### src/rtl/io_bel_pkg.sv
// Shared definitions for the edge IO BEL: config bit positions, Q capture modes
// and the decoded per-channel config record.
package io_bel_pkg;

    localparam int CFG_PER_CH   = 4;
    localparam int CFG_OREG     = 0;
    localparam int CFG_ISYNC    = 1;
    localparam int CFG_QMODE_LO = 2;

    typedef enum logic [1:0] {
        QM_LEVEL  = 2'b00,
        QM_RISE   = 2'b01,
        QM_FALL   = 2'b10,
        QM_TOGGLE = 2'b11
    } qmode_e;

    typedef struct packed {
        qmode_e qmode;
        logic   isync;
        logic   oreg;
    } ch_cfg_t;

    function automatic ch_cfg_t cfg_decode(input logic [CFG_PER_CH-1:0] bits);
        ch_cfg_t c;
        c.oreg  = bits[CFG_OREG];
        c.isync = bits[CFG_ISYNC];
        c.qmode = qmode_e'(bits[CFG_QMODE_LO +: 2]);
        return c;
    endfunction

endpackage

### src/rtl/io_bidir_cell.sv
// One bidirectional pad channel: output/tristate register with bypass, input
// synchroniser, and the CE-qualified Q capture stage.
module io_bidir_cell
    import io_bel_pkg::*;
#(
    parameter int SYNC_STAGES = 2
) (
    input  logic    i_clk,
    input  logic    i_rst_n,
    input  ch_cfg_t i_cfg,
    input  logic    i_i,
    input  logic    i_t,
    input  logic    i_ce,
    input  logic    i_pad_o,
    output logic    o_o,
    output logic    o_q,
    output logic    o_i_top,
    output logic    o_t_top
);

    logic [SYNC_STAGES-1:0] r_sync;
    logic                   r_p;
    logic                   r_q;
    logic                   r_oi;
    logic                   r_ot;
    logic                   w_s;
    logic                   w_rise;
    logic                   w_q_nxt;

    assign w_s    = r_sync[SYNC_STAGES-1];
    assign w_rise = w_s & ~r_p;

    // Synchroniser and edge-history run free of CE and config.
    always_ff @(posedge i_clk or negedge i_rst_n) begin
        if (!i_rst_n) begin
            r_sync <= '0;
            r_p    <= 1'b0;
        end else begin
            r_sync[0] <= i_pad_o;
            for (int k = 1; k < SYNC_STAGES; k++) r_sync[k] <= r_sync[k-1];
            r_p <= w_s;
        end
    end

    always_comb begin
        w_q_nxt = r_q;
        case (i_cfg.qmode)
            QM_LEVEL:  w_q_nxt = w_s;
            QM_RISE:   w_q_nxt = w_rise;
            QM_FALL:   w_q_nxt = ~w_s & r_p;
            QM_TOGGLE: w_q_nxt = r_q ^ w_rise;
            default:   w_q_nxt = r_q;
        endcase
    end

    // Output registers track I/T even while bypassed so OREG can be enabled later.
    always_ff @(posedge i_clk or negedge i_rst_n) begin
        if (!i_rst_n) begin
            r_q  <= 1'b0;
            r_oi <= 1'b0;
            r_ot <= 1'b1;
        end else if (i_ce) begin
            r_q  <= w_q_nxt;
            r_oi <= i_i;
            r_ot <= i_t;
        end
    end

    assign o_i_top = i_cfg.oreg  ? r_oi : i_i;
    assign o_t_top = i_cfg.oreg  ? r_ot : i_t;
    assign o_o     = i_cfg.isync ? w_s  : i_pad_o;
    assign o_q     = r_q;

endmodule

### src/rtl/io_bidir_multi_bel.sv
// Multi-channel bidirectional IO BEL: slices ConfigBits per channel and
// instantiates one io_bidir_cell per pad.
module io_bidir_multi_bel
    import io_bel_pkg::*;
#(
    parameter int NUM_CH      = 2,
    parameter int SYNC_STAGES = 2,
    parameter int CFG_PER_CH  = 4
) (
    input  logic                       UserCLK,
    input  logic                       UserRSTn,
    input  logic [NUM_CH*CFG_PER_CH-1:0] ConfigBits,
    input  logic [NUM_CH-1:0]          I,
    input  logic [NUM_CH-1:0]          T,
    input  logic [NUM_CH-1:0]          CE,
    output logic [NUM_CH-1:0]          O,
    output logic [NUM_CH-1:0]          Q,
    output logic [NUM_CH-1:0]          I_top,
    output logic [NUM_CH-1:0]          T_top,
    input  logic [NUM_CH-1:0]          O_top
);

    for (genvar k = 0; k < NUM_CH; k++) begin : g_ch
        ch_cfg_t w_cfg;

        assign w_cfg = cfg_decode(ConfigBits[k*CFG_PER_CH +: 4]);

        io_bidir_cell #(
            .SYNC_STAGES(SYNC_STAGES)
        ) u_cell (
            .i_clk   (UserCLK),
            .i_rst_n (UserRSTn),
            .i_cfg   (w_cfg),
            .i_i     (I[k]),
            .i_t     (T[k]),
            .i_ce    (CE[k]),
            .i_pad_o (O_top[k]),
            .o_o     (O[k]),
            .o_q     (Q[k]),
            .o_i_top (I_top[k]),
            .o_t_top (T_top[k])
        );
    end

endmodule
### config.mk
export PLATFORM = sky130hd
export DESIGN_NAME = io_bidir_multi_bel
export DESIGN_NICKNAME = d
export VERILOG_FILES = /design/src/rtl/io_bel_pkg.sv /design/src/rtl/io_bidir_cell.sv /design/src/rtl/io_bidir_multi_bel.sv
export SDC_FILE = /design/constraint.sdc
export NUM_CORES = 1
export LEC_CHECK = 0
export CORE_UTILIZATION = 25
export DETAILED_ROUTE_END_ITERATION = 8
export DONT_BUFFER_PORTS = 1
export PLACE_DENSITY = 0.42
export SYNTH_ARGS = -nofsm -noshare
export SYNTH_HDL_FRONTEND = slang
export SYNTH_SLANG_ARGS = --single-unit
### constraint.sdc
create_clock -name UserCLK -period 1.1 [get_ports UserCLK]
set_input_delay 0.22 -clock UserCLK [delete_from_list [all_inputs] [get_ports UserCLK]]
set_output_delay 0.22 -clock UserCLK [all_outputs]
set_load 0.005 [all_outputs]
**Yosys cells after proc, flatten, opt, wreduce, memory -nomap -nowiden**

Cells that the tools add are included.

- Logic and storage cells: 36
- Bits in registers: 12
- Bits of input ports: 18
- Output and inout port bits: 8

- Bitwise logic cells: 10
- Muxes and demuxes: 8
- Equal/unequal tests: 6
- Reduce and logical (&&, ||, !) cells: 2

Operator list:

| kind | count |
|---|---|
| $eq 2x2->1 const B | 4 |
| $pmux 1 s4 | 2 |
| $mux 1 | 6 |
| $and 1x1->1 | 4 |
| $eq 2x1->1 const B | 2 |
| $logic_not 2->1 | 2 |
| $not 1->1 | 4 |
| $xor 1x1->1 | 2 |

**Longest topological paths before layout**

Gate-level depths: netlist of the first run.

- Depth after elaboration: 4
- Gate-level depth with buffers: 4

**Modules after synthesis**

Synthesis of the first run repeated with hierarchy kept, for this count alone.

- Cell total of the unflattened synthesis: 44
- Area, all modules: 580.6 µm²

Modules (own cells, without submodules):

| module | area an instance (µm²) | sequential area each (µm²) | times used | cells an instance |
|---|---|---|---|---|
| io_bidir_cell | 290.3 | 151.4 | 2 | 22 |

**Worst setup path after synthesis of the first run**

OpenSTA, ideal clock, no wires.

- Kind: reg-to-output
- From: register g_ch[1].u_cell.r_sync[1]
- To: output O[1]
- Data required time: 0.880 ns
- Slack: 0.110 ns
- Buffers on the path: 1
- Cell stages (with the launch flop): 3
- Arrival time: 0.770 ns
- Path through: dfrtp_1 mux2_2 buf_4

- Longest elaborated chain between the ends: 1

Ends and longest elaborated chain:

| element | RTL line | text |
|---|---|---|
| start: declaration | io_bidir_cell.sv:21 | `logic [SYNC_STAGES-1:0] r_sync;` |
| start signal: assignment | io_bidir_cell.sv:36 | `r_sync <= '0;` |
| $mux 1 | io_bidir_cell.sv:71 | `assign o_o = i_cfg.isync ? w_s : i_pad_o;` |
| end: declaration | io_bidir_multi_bel.sv:16 | `output logic [NUM_CH-1:0] O,` |

Every way passes these cells.

**Worst setup path after layout of the first run**

- From: register g_ch[0].u_cell.r_ot
- To: output T_top[0]

- Longest elaborated chain between the ends: 1

Ends and longest elaborated chain:

| element | RTL line | text |
|---|---|---|
| start: declaration | io_bidir_cell.sv:25 | `logic r_ot;` |
| start signal: assignment | io_bidir_cell.sv:65 | `r_ot <= i_t;` |
| $mux 1 | io_bidir_cell.sv:70 | `assign o_t_top = i_cfg.oreg ? r_ot : i_t;` |
| end: declaration | io_bidir_multi_bel.sv:19 | `output logic [NUM_CH-1:0] T_top,` |

Every way passes these cells.

==> results.json, run 1 <==
{
  "avgViaCountPerCell": 4.52,
  "outcome": "finished, violations left",
  "io_buffers": 0,
  "die_area_um2": 2660,
  "criticalPathCategory": "reg2out",
  "cts_tree": "built",
  "h-tree-depth": 1,
  "cp_max_fo": 2,
  "synth.net_count": 72,
  "finalCriticalPeriod_ns": 1.15,
  "final_net_count": 75,
  "routed_wl_um": 1020,
  "avgSynthCellArea_um2": 11.4,
  "critPathMaxStageDelay_ns": 0.53,
  "antenna_left": 0,
  "synth_cell_types": 13,
  "cts.clk_slew.worst_paths_ns": 0.07,
  "power_density_nw_per_um2": 1320,
  "initial_core_util_pct": 27.0,
  "syn_to_final_growth_pct": 12.6,
  "grt.total_usage_pct": 8.63,
  "worstPathRequired_ns": 0.88,
  "dpl.hpwl_um": 756,
  "synthSimpleGateAreaFrac_pct": 15.0,
  "dp_worst_setup_slack_ns": 0.134,
  "layout_commonest_cell": "dfrtp_1",
  "setup_viol": 6,
  "drt_iter0_markers": 6,
  "diodes": 0,
  "place_congestion": 0.672,
  "clk_path_buf_depth": 2,
  "wire_per_inst_um": 12.2,
  "rsz0062_at_grt": "true",
  "synth_top_family_by_area": "multiplexers",
  "ioPinCount": 26,
  "slew_headroom_pct": 62.4,
  "slew_viol_final": 0,
  "die_h_um": 51.6,
  "grt_pass1_wl_um": 1590,
  "synth_xor_area_share_pct": 0,
  "ys_ff_latch": 12,
  "cp-start-kind": "register",
  "synth_fa_ha_area_share_pct": 0,
  "drcViolationCount": 0,
  "cts.sinks": 12,
  "die_w_um": 51.6,
  "core.rowCount": 17,
  "p_leak_uw": 0.000307,
  "syn_area_um2": 616,
  "crit_slowest_cell": "dfstp_2",
  "crit_buf_inv": 0,
  "tns_ns": -0.216,
  "peakVddDrop_mv": 0.680,
  "worst_slack_ns": -0.0535,
  "fin_hold_ws_ns": 0.103,
  "period_share_pct": 105,
  "synth.area.mux_share_pct": 18.3,
  "crit_path_end_kind": "primary output",
  "hold_violations": 0,
  "via_count": 375,
  "crit_arrival_ns": 0.93,
  "synth_cells": 54,
  "ys_seq_area_share_pct": 49.2,
  "crit_chain": "mux2_4",
  "cts.root.buffer_cell": "clkbuf_4",
  "worst_pin_slew_ns": 0.562,
  "grt_pass1_vias": 338,
  "grt_overflow": 0,
  "clk_latency_ns": 0.26,
  "timing.fmax_mhz": 867,
  "drt-pass1-iter-count": 4,
  "maxCapViolCount": 0,
  "grt_antenna_before_repair": 0,
  "crit_family": "flip-flops",
  "grt_max_degree": 13,
  "ys.warnings.count": 0,
  "cts_buffers": 3,
  "final_cell_mix": "dfrtp_1 (10), mux2_4 (6)",
  "fp.coreArea_um2": 2280,
  "drive_above_1_share_pct": 34.5,
  "synth-compound-area-share_pct": 6.50,
  "clock_skew_ns": 0.000153,
  "violations": "setup timing",
  "worstHoldPathType": "in2reg"
}
-- stage by stage --
stage / power, uW / area (um2) / cells / utilization (%)
5_1_grt: 971 / 693 / 83 / 30.5
2_1_floorplan: 651 / 616 / 54 / -
6_report: 914 / 693 / 83 / 30.5
3_3_place_gp: 621 / 591 / 74 / 25.9
4_1_cts: 930 / 681 / 82 / 29.9
3_5_place_dp: 624 / 591 / 74 / 25.9
-- Yosys cell counts (all sizes together) --
cell	instances	area share [%]
dfrtp	10	41
o21ai	4	3.3
and4bb	2	4.1
nand3	2	1.6
nor3	2	1.6
a21oi	4	3.3
buf	8	9.8
nand2b	4	4.1
inv	2	1.2
dfstp	2	8.5
mux2	10	18
nand2	2	1.2
or2b	2	2.4
-- sequential cells by signal, indices dropped and copies added, names as in the netlist --
register	flops
g_ch.u_cell.r_sync	4
g_ch.u_cell.o_q	2
g_ch.u_cell.r_oi	2
g_ch.u_cell.r_ot	2
g_ch.u_cell.r_p	2
-- where the power goes --
group	total (uW)	switching, uW	internal [uW]
combinational	136	47.8	88.2
clock	261	135	126
sequential	517	31.3	486
-- logic make-up after synthesis --
family,after synthesis
compound gates,8
simple gates,14
mux,10
buf+inv,10
flops,12
-- final timing paths --
| check | from | endpoint | slack [ns] | cells after the start |
|---|---|---|---|---|
| setup reg to reg | g_ch[0].u_cell.r_sync[1] | g_ch[0].u_cell.o_q | 0.09 | 5 |
| max in group asynchronous | UserRSTn | g_ch[1].u_cell.r_ot | 0.35 | 1 |
| hold / removal | I[1] | g_ch[1].u_cell.r_oi | 0.10 | 1 |
| hold reg to reg | g_ch[0].u_cell.r_sync[0] | g_ch[0].u_cell.r_sync[1] | 0.35 | 0 |
| setup / recovery | g_ch[0].u_cell.r_ot | T_top[0] | -0.05 | 1 |
| min in group asynchronous | UserRSTn | g_ch[0].u_cell.r_sync[1] | 0.38 | 1 |
-- what timing repair did --
item                                    4_1_cts  5_1_grt
pin swaps                                     0        0
endpoints found under the hold margin        14        0
gates resized for setup                       6        1
endpoints found under the setup margin        6        6
hold buffers                                  3        0
setup buffers                                 2        1
-- final cells by class --
| cell class | count | area (um2) |
|---|---|---|
| multi-input combinational | 32 | 273 |
| clock buffer | 3 | 22.5 |
| sequential | 12 | 303 |
| fill | 240 | 1580 |
| tap | 28 | 35.0 |
| timing repair buffer | 6 | 52.6 |
| inverter | 2 | 7.51 |
-- metal layers --
metal | up-vias | track usage, % | wire length [um]
met4 | 0 | 8.11 | 16
met2 | 14 | 10.2 | 423
met1 | 175 | 11.5 | 477
met3 | 2 | 3.22 | 97
li1 | 184 | - | -
met5 | - | 0 | 0
Power figures use the tool's default switching activity.
==> inputs of run 2 (changes only) <==
--- a/config.mk
+++ b/config.mk
@@ -5,10 +5,11 @@
 export SDC_FILE = /design/constraint.sdc
 export NUM_CORES = 1
 export LEC_CHECK = 0
-export CORE_UTILIZATION = 25
+export CORE_AREA = 2 2 39 41
 export DETAILED_ROUTE_END_ITERATION = 8
+export DIE_AREA = 0 0 41 43
 export DONT_BUFFER_PORTS = 1
-export PLACE_DENSITY = 0.42
+export PLACE_DENSITY = 0.65
 export SYNTH_ARGS = -nofsm -noshare
 export SYNTH_HDL_FRONTEND = slang
 export SYNTH_SLANG_ARGS = --single-unit
==> run 2 against run 1 <==
Compared with the run above:
- the run still ends with setup timing left
- non-clock buffer count is 1 lower
- critical path depth stayed put
- total power is 1.9% higher
- sequential share of layout area is 1.6 points higher
- setup slack worse by 0.013 ns
- fmax is 1.1% lower
- via count is 1.3% higher
- flip-flop and latch count stayed put
- register-to-register slack better by 0.05 ns
- count of clock-buffer cells in the layout is 1 higher
- routed wire length is 2.0% lower
- cell count is 14% lower
==> results.json, run 2 (same netlist as run 1, synthesis figures left out) <==
{
  "maxCapViolCount": 0,
  "clk_latency_ns": 0.27,
  "slew_headroom_pct": 65.3,
  "cts_tree": "built",
  "grt_pass1_vias": 408,
  "largest_reg_flops": 4,
  "core.rowCount": 14,
  "clockPowerShare_pct": 30.4,
  "grt.total_usage_pct": 14.0,
  "diodes": 0,
  "grt_use_met3_pct": 4.71,
  "p_int_uw": 712,
  "timing.fmax_mhz": 857,
  "antenna_left": 0,
  "cts.root.buffer_cell": "clkbuf_4",
  "crit_family": "flip-flops",
  "regMostFlops": "g_ch.u_cell.r_sync",
  "layout_commonest_cell": "dfrtp_1",
  "die_area_um2": 1760,
  "worstPathRequired_ns": 0.88,
  "drt-pass1-iter-count": 2,
  "fillers": 127,
  "drive_above_1_share_pct": 30.9,
  "critPathMaxStageDelay_ns": 0.54,
  "outcome": "finished, violations left",
  "final_cells": 71,
  "cts.clk_slew.worst_paths_ns": 0.08,
  "dp_cells": 62,
  "crit_arrival_ns": 0.95,
  "drcViolationCount": 0,
  "rr_worst_depth": 3,
  "criticalPathCategory": "reg2out",
  "worst_slack_ns": -0.0666,
  "peakVddDrop_mv": 0.678,
  "comb_power_share_pct": 14.1,
  "multi_input_area_um2": 268,
  "crit_chain": "mux2_4",
  "cp-start-kind": "register",
  "initial_core_util_pct": 44.5,
  "ioPinCount": 26,
  "avgViaCountPerCell": 5.35,
  "p_sw_uw": 220,
  "io_buffers": 0,
  "grt_max_degree": 13,
  "cp_max_fo": 2,
  "clk_path_buf_depth": 2,
  "p_seq_share_pct": 55.5,
  "die_w_um": 41,
  "regArea_um2": 303,
  "hold_violations": 0,
  "grt_pass1_wl_um": 1580,
  "finalCriticalPeriod_ns": 1.17,
  "routed_wl_um": 995,
  "cts_buffers": 3,
  "cts.sinks": 12,
  "h-tree-depth": 1,
  "place_congestion": 0.587,
  "setup_viol": 6,
  "crit_cells": 1,
  "syn_to_final_growth_pct": 8.74,
  "power_density_nw_per_um2": 1390,
  "globalRouteMet1Util_pct": 15.0,
  "p_leak_uw": 0.000303,
  "final_cell_mix": "dfrtp_1 (10), mux2_4 (6)",
  "switching_share_pct": 23.6,
  "worst_pin_slew_ns": 0.518,
  "final_net_count": 74,
  "worstHoldPathCells": 2,
  "crit_slowest_cell": "dfstp_2",
  "grt_overflow": 0,
  "wire_per_inst_um": 14.0,
  "busiest_layer": "met2",
  "period_share_pct": 106,
  "crit_path_end_kind": "primary output",
  "worstHoldPathType": "in2reg",
  "crit_buf_inv": 0,
  "fp.coreArea_um2": 1380,
  "slew_viol_final": 0,
  "dp_worst_setup_slack_ns": 0.138,
  "grt_use_met2_pct": 21.6,
  "die_h_um": 43,
  "grt_antenna_before_repair": 0,
  "rsz0062_at_grt": "true",
  "violations": "setup timing",
  "via_count": 380,
  "clock_skew_ns": 0.00833,
  "drt_iter0_markers": 2
}
[run 2: layout make-up]
type / count / area share (%)
clock buffers: 4 / 3.93
inverters: 2 / 1.12
multi-input cells: 32 / 40.0
flip-flops and latches: 12 / 45.2
well taps: 16 / 2.99
repair buffers: 5 / 6.73
[run 2: through the flow]
step | util (%) | total power (uW) | TNS (ns) | hold WS, ns | area, um2
finish | 48.4 | 932 | -0.265 | 0.0895 | 669
global route | 48.4 | 986 | -0.480 | 0.0804 | 669
CTS | 48.4 | 948 | -0.321 | 0.0817 | 669
detailed placement | 41.6 | 625 | 0 | -0.0754 | 576
global placement | 41.6 | 619 | 0 | -0.0753 | 576
floorplan | - | 651 | 0 | -0.0756 | 616
[run 2: path summary, 6_finish.rpt]
kind / from / endpoint / slack, ns
setup reg to reg: g_ch[0].u_cell.o_q / g_ch[0].u_cell.o_q / 0.14
hold reg to reg: g_ch[1].u_cell.r_sync[0] / g_ch[1].u_cell.r_sync[1] / 0.35
setup / recovery: g_ch[0].u_cell.r_ot / T_top[0] / -0.07
hold / removal: ConfigBits[3] / g_ch[0].u_cell.o_q / 0.09
max in group asynchronous: UserRSTn / g_ch[0].u_cell.r_ot / 0.38
min in group asynchronous: UserRSTn / g_ch[0].u_cell.r_p / 0.35
[run 2: worst register-to-register path, stage by stage, from the launching register on]
cell and delay, ns:
dfrtp_1 0.42, and4bb_1 0.23, o21ai_1 0.13, nand3_1 0.07
[run 2: layer usage]
metal | routed length (um) | vias to the layer above
li1 | - | 180
met1 | 413 | 183
met2 | 493 | 13
met3 | 62 | 4
met4 | 25 | 0
met5 | 0 | -
[run 2: timing repair]
item                       4_1_cts  5_1_grt
gates resized for setup          6        0
hold buffers                     3        0
gates cloned                     0        0
hold endpoints to repair        14        0
buffers inserted                 2        0
setup endpoints to repair        6        6
[run 2: power by group through the flow]
| stage | Sequential (uW) | Clock, uW | Combinational, uW |
|---|---|---|---|
| 3_3_place_gp | 526 | 0 | 93.2 |
| 3_5_place_dp | 529 | 0 | 96.2 |
| 2_1_floorplan | 515 | 0 | 135 |
| 5_1_grt | 525 | 314 | 147 |
| 6_report | 517 | 283 | 132 |
| 4_1_cts | 518 | 295 | 134 |
==> inputs of run 3 (changes only) <==
==> constraint.sdc (replaced) <==
create_clock -name UserCLK -period 1.3 [get_ports UserCLK]
set_input_delay 0.26 -clock UserCLK [delete_from_list [all_inputs] [get_ports UserCLK]]
set_output_delay 0.26 -clock UserCLK [all_outputs]
set_load 0.02 [all_outputs]
==> run 3 against run 2 <==
Compared with the run above:
- the run now ends clean
- first-iteration DRC count increased by 50%
- clock skew up 0.00092 ns
- design area shrank 1.7%
- via count down 1.6%
- die area is the same
- non-clock buffer count unchanged
- core utilization decreased by 0.81 points
- flip-flop and latch count is the same
- register-to-register slack better by 0.09 ns
- largest cell class unchanged
- routed wire length shrank 1.8%
==> results.json, run 3 (same netlist as run 1, synthesis figures left out) <==
{
  "outcome": "finished, final reports clean",
  "grt.total_usage_pct": 13.5,
  "io_buffers": 0,
  "grt_pass1_wl_um": 1520,
  "grt_overflow": 0,
  "clk_path_buf_depth": 2,
  "grt_pass1_vias": 375,
  "worstPathRequired_ns": 1.04,
  "cts_tree": "built",
  "criticalPathCategory": "reg2out",
  "ff2ff_setup_slack_ns": 0.23,
  "cts.clk_slew.worst_paths_ns": 0.08,
  "antenna_left": 0,
  "slew_viol_final": 0,
  "diodes": 0,
  "timing.fmax_mhz": 797,
  "busiest_layer": "met2",
  "worst_pin_slew_ns": 0.517,
  "crit_path_end_kind": "primary output",
  "grt_antenna_before_repair": 0,
  "maxCapViolCount": 0,
  "period_share_pct": 96.5,
  "drive_above_1_share_pct": 30.9,
  "grt_use_met2_pct": 19.4,
  "globalRouteMet1Util_pct": 15.6,
  "cts_buffers": 3,
  "crit_buf_inv": 0,
  "via_count": 374,
  "fp.coreArea_um2": 1380,
  "drcViolationCount": 0,
  "initial_core_util_pct": 44.5,
  "ioPinCount": 26,
  "rsz0062_at_grt": "false",
  "fillers": 133,
  "cts.root.buffer_cell": "clkbuf_4",
  "place_congestion": 0.588,
  "largest_reg_flops": 4,
  "cts.sinks": 12,
  "die_w_um": 41,
  "final_net_count": 74,
  "p_leak_uw": 0.000290,
  "worst_slack_ns": 0.0449,
  "setup_viol": 0,
  "die_h_um": 43,
  "core.rowCount": 14,
  "crit_arrival_ns": 1.00,
  "final_cell_mix": "dfrtp_1 (10), mux2_2 (7), nand2b_1 (4), a21oi_1 (4), o21ai_1 (4)",
  "dp_worst_setup_slack_ns": 0.228,
  "critPathMaxStageDelay_ns": 0.52,
  "grt_use_met3_pct": 4.71,
  "tns_ns": 0,
  "routed_wl_um": 977,
  "regMostFlops": "g_ch.u_cell.r_sync",
  "syn_to_final_growth_pct": 6.91,
  "clk_latency_ns": 0.27,
  "slew_headroom_pct": 65.4,
  "peakVddDrop_mv": 0.600,
  "drt-pass1-iter-count": 3,
  "wire_per_inst_um": 13.8,
  "crit_chain": "mux2_2",
  "worstHoldPathType": "in2reg",
  "crit_slowest_cell": "dfstp_2",
  "cp-start-kind": "register",
  "finalCriticalPeriod_ns": 1.26,
  "crit_family": "flip-flops",
  "drt_iter0_markers": 3,
  "hold_violations": 0,
  "grt_max_degree": 13,
  "cp_max_fo": 2,
  "power_density_nw_per_um2": 1240,
  "h-tree-depth": 1,
  "layout_commonest_cell": "dfrtp_1",
  "clock_skew_ns": 0.00925,
  "avgViaCountPerCell": 5.27,
  "die_area_um2": 1760
}
[run 3: metrics by stage]
stage	util [%]	instances	power (uW)	cell area (um2)	hold slack (ns)
2_1_floorplan	-	54	586	616	-0.0356
3_3_place_gp	41.6	62	558	576	-0.0353
3_5_place_dp	41.6	62	563	576	-0.0354
6_report	47.6	71	817	658	0.129
4_1_cts	45.5	68	823	629	0.00942
5_1_grt	47.6	71	863	658	0.120
[run 3: power breakdown]
part | internal [uW] | total, uW | switching, uW
clock network | 119 | 239 | 120
logic | 68.2 | 127 | 58.4
registers | 411 | 451 | 39.9
[run 3: routing by layer]
metal	up-vias	wire, um	part of all wire [%]
li1	180	-	-
met1	177	421	43
met5	-	0	0
met4	0	22	2.3
met2	13	471	48
met3	4	60	6.1
[run 3: final timing paths]
kind,endpoint,startpoint,cells past startpoint
min in group asynchronous,g_ch[0].u_cell.r_sync[1],UserRSTn,1
hold reg to reg,g_ch[1].u_cell.r_sync[1],g_ch[1].u_cell.r_sync[0],0
hold / removal,g_ch[0].u_cell.o_q,ConfigBits[3],2
setup / recovery,T_top[1],g_ch[1].u_cell.r_ot,1
setup reg to reg,g_ch[0].u_cell.o_q,g_ch[0].u_cell.o_q,3
max in group asynchronous,g_ch[0].u_cell.r_ot,UserRSTn,1
[run 3: final cells by class]
type	count	area, um2	share of cell area (%)
flip-flops and latches	12	303	46.0
multi-input cells	32	256	39.0
repair buffers	5	45.0	6.84
clock buffers	4	26.3	3.99
well taps	16	20.0	3.04
inverters	2	7.51	1.14
[run 3: repair_timing]
item / in CTS / in global routing
hold buffers: 2 / 1
setup endpoints to repair: 2 / 3
setup buffers: 0 / 2
pin swaps: 0 / 0
hold endpoints to repair: 13 / 1
resized for setup: 2 / 1
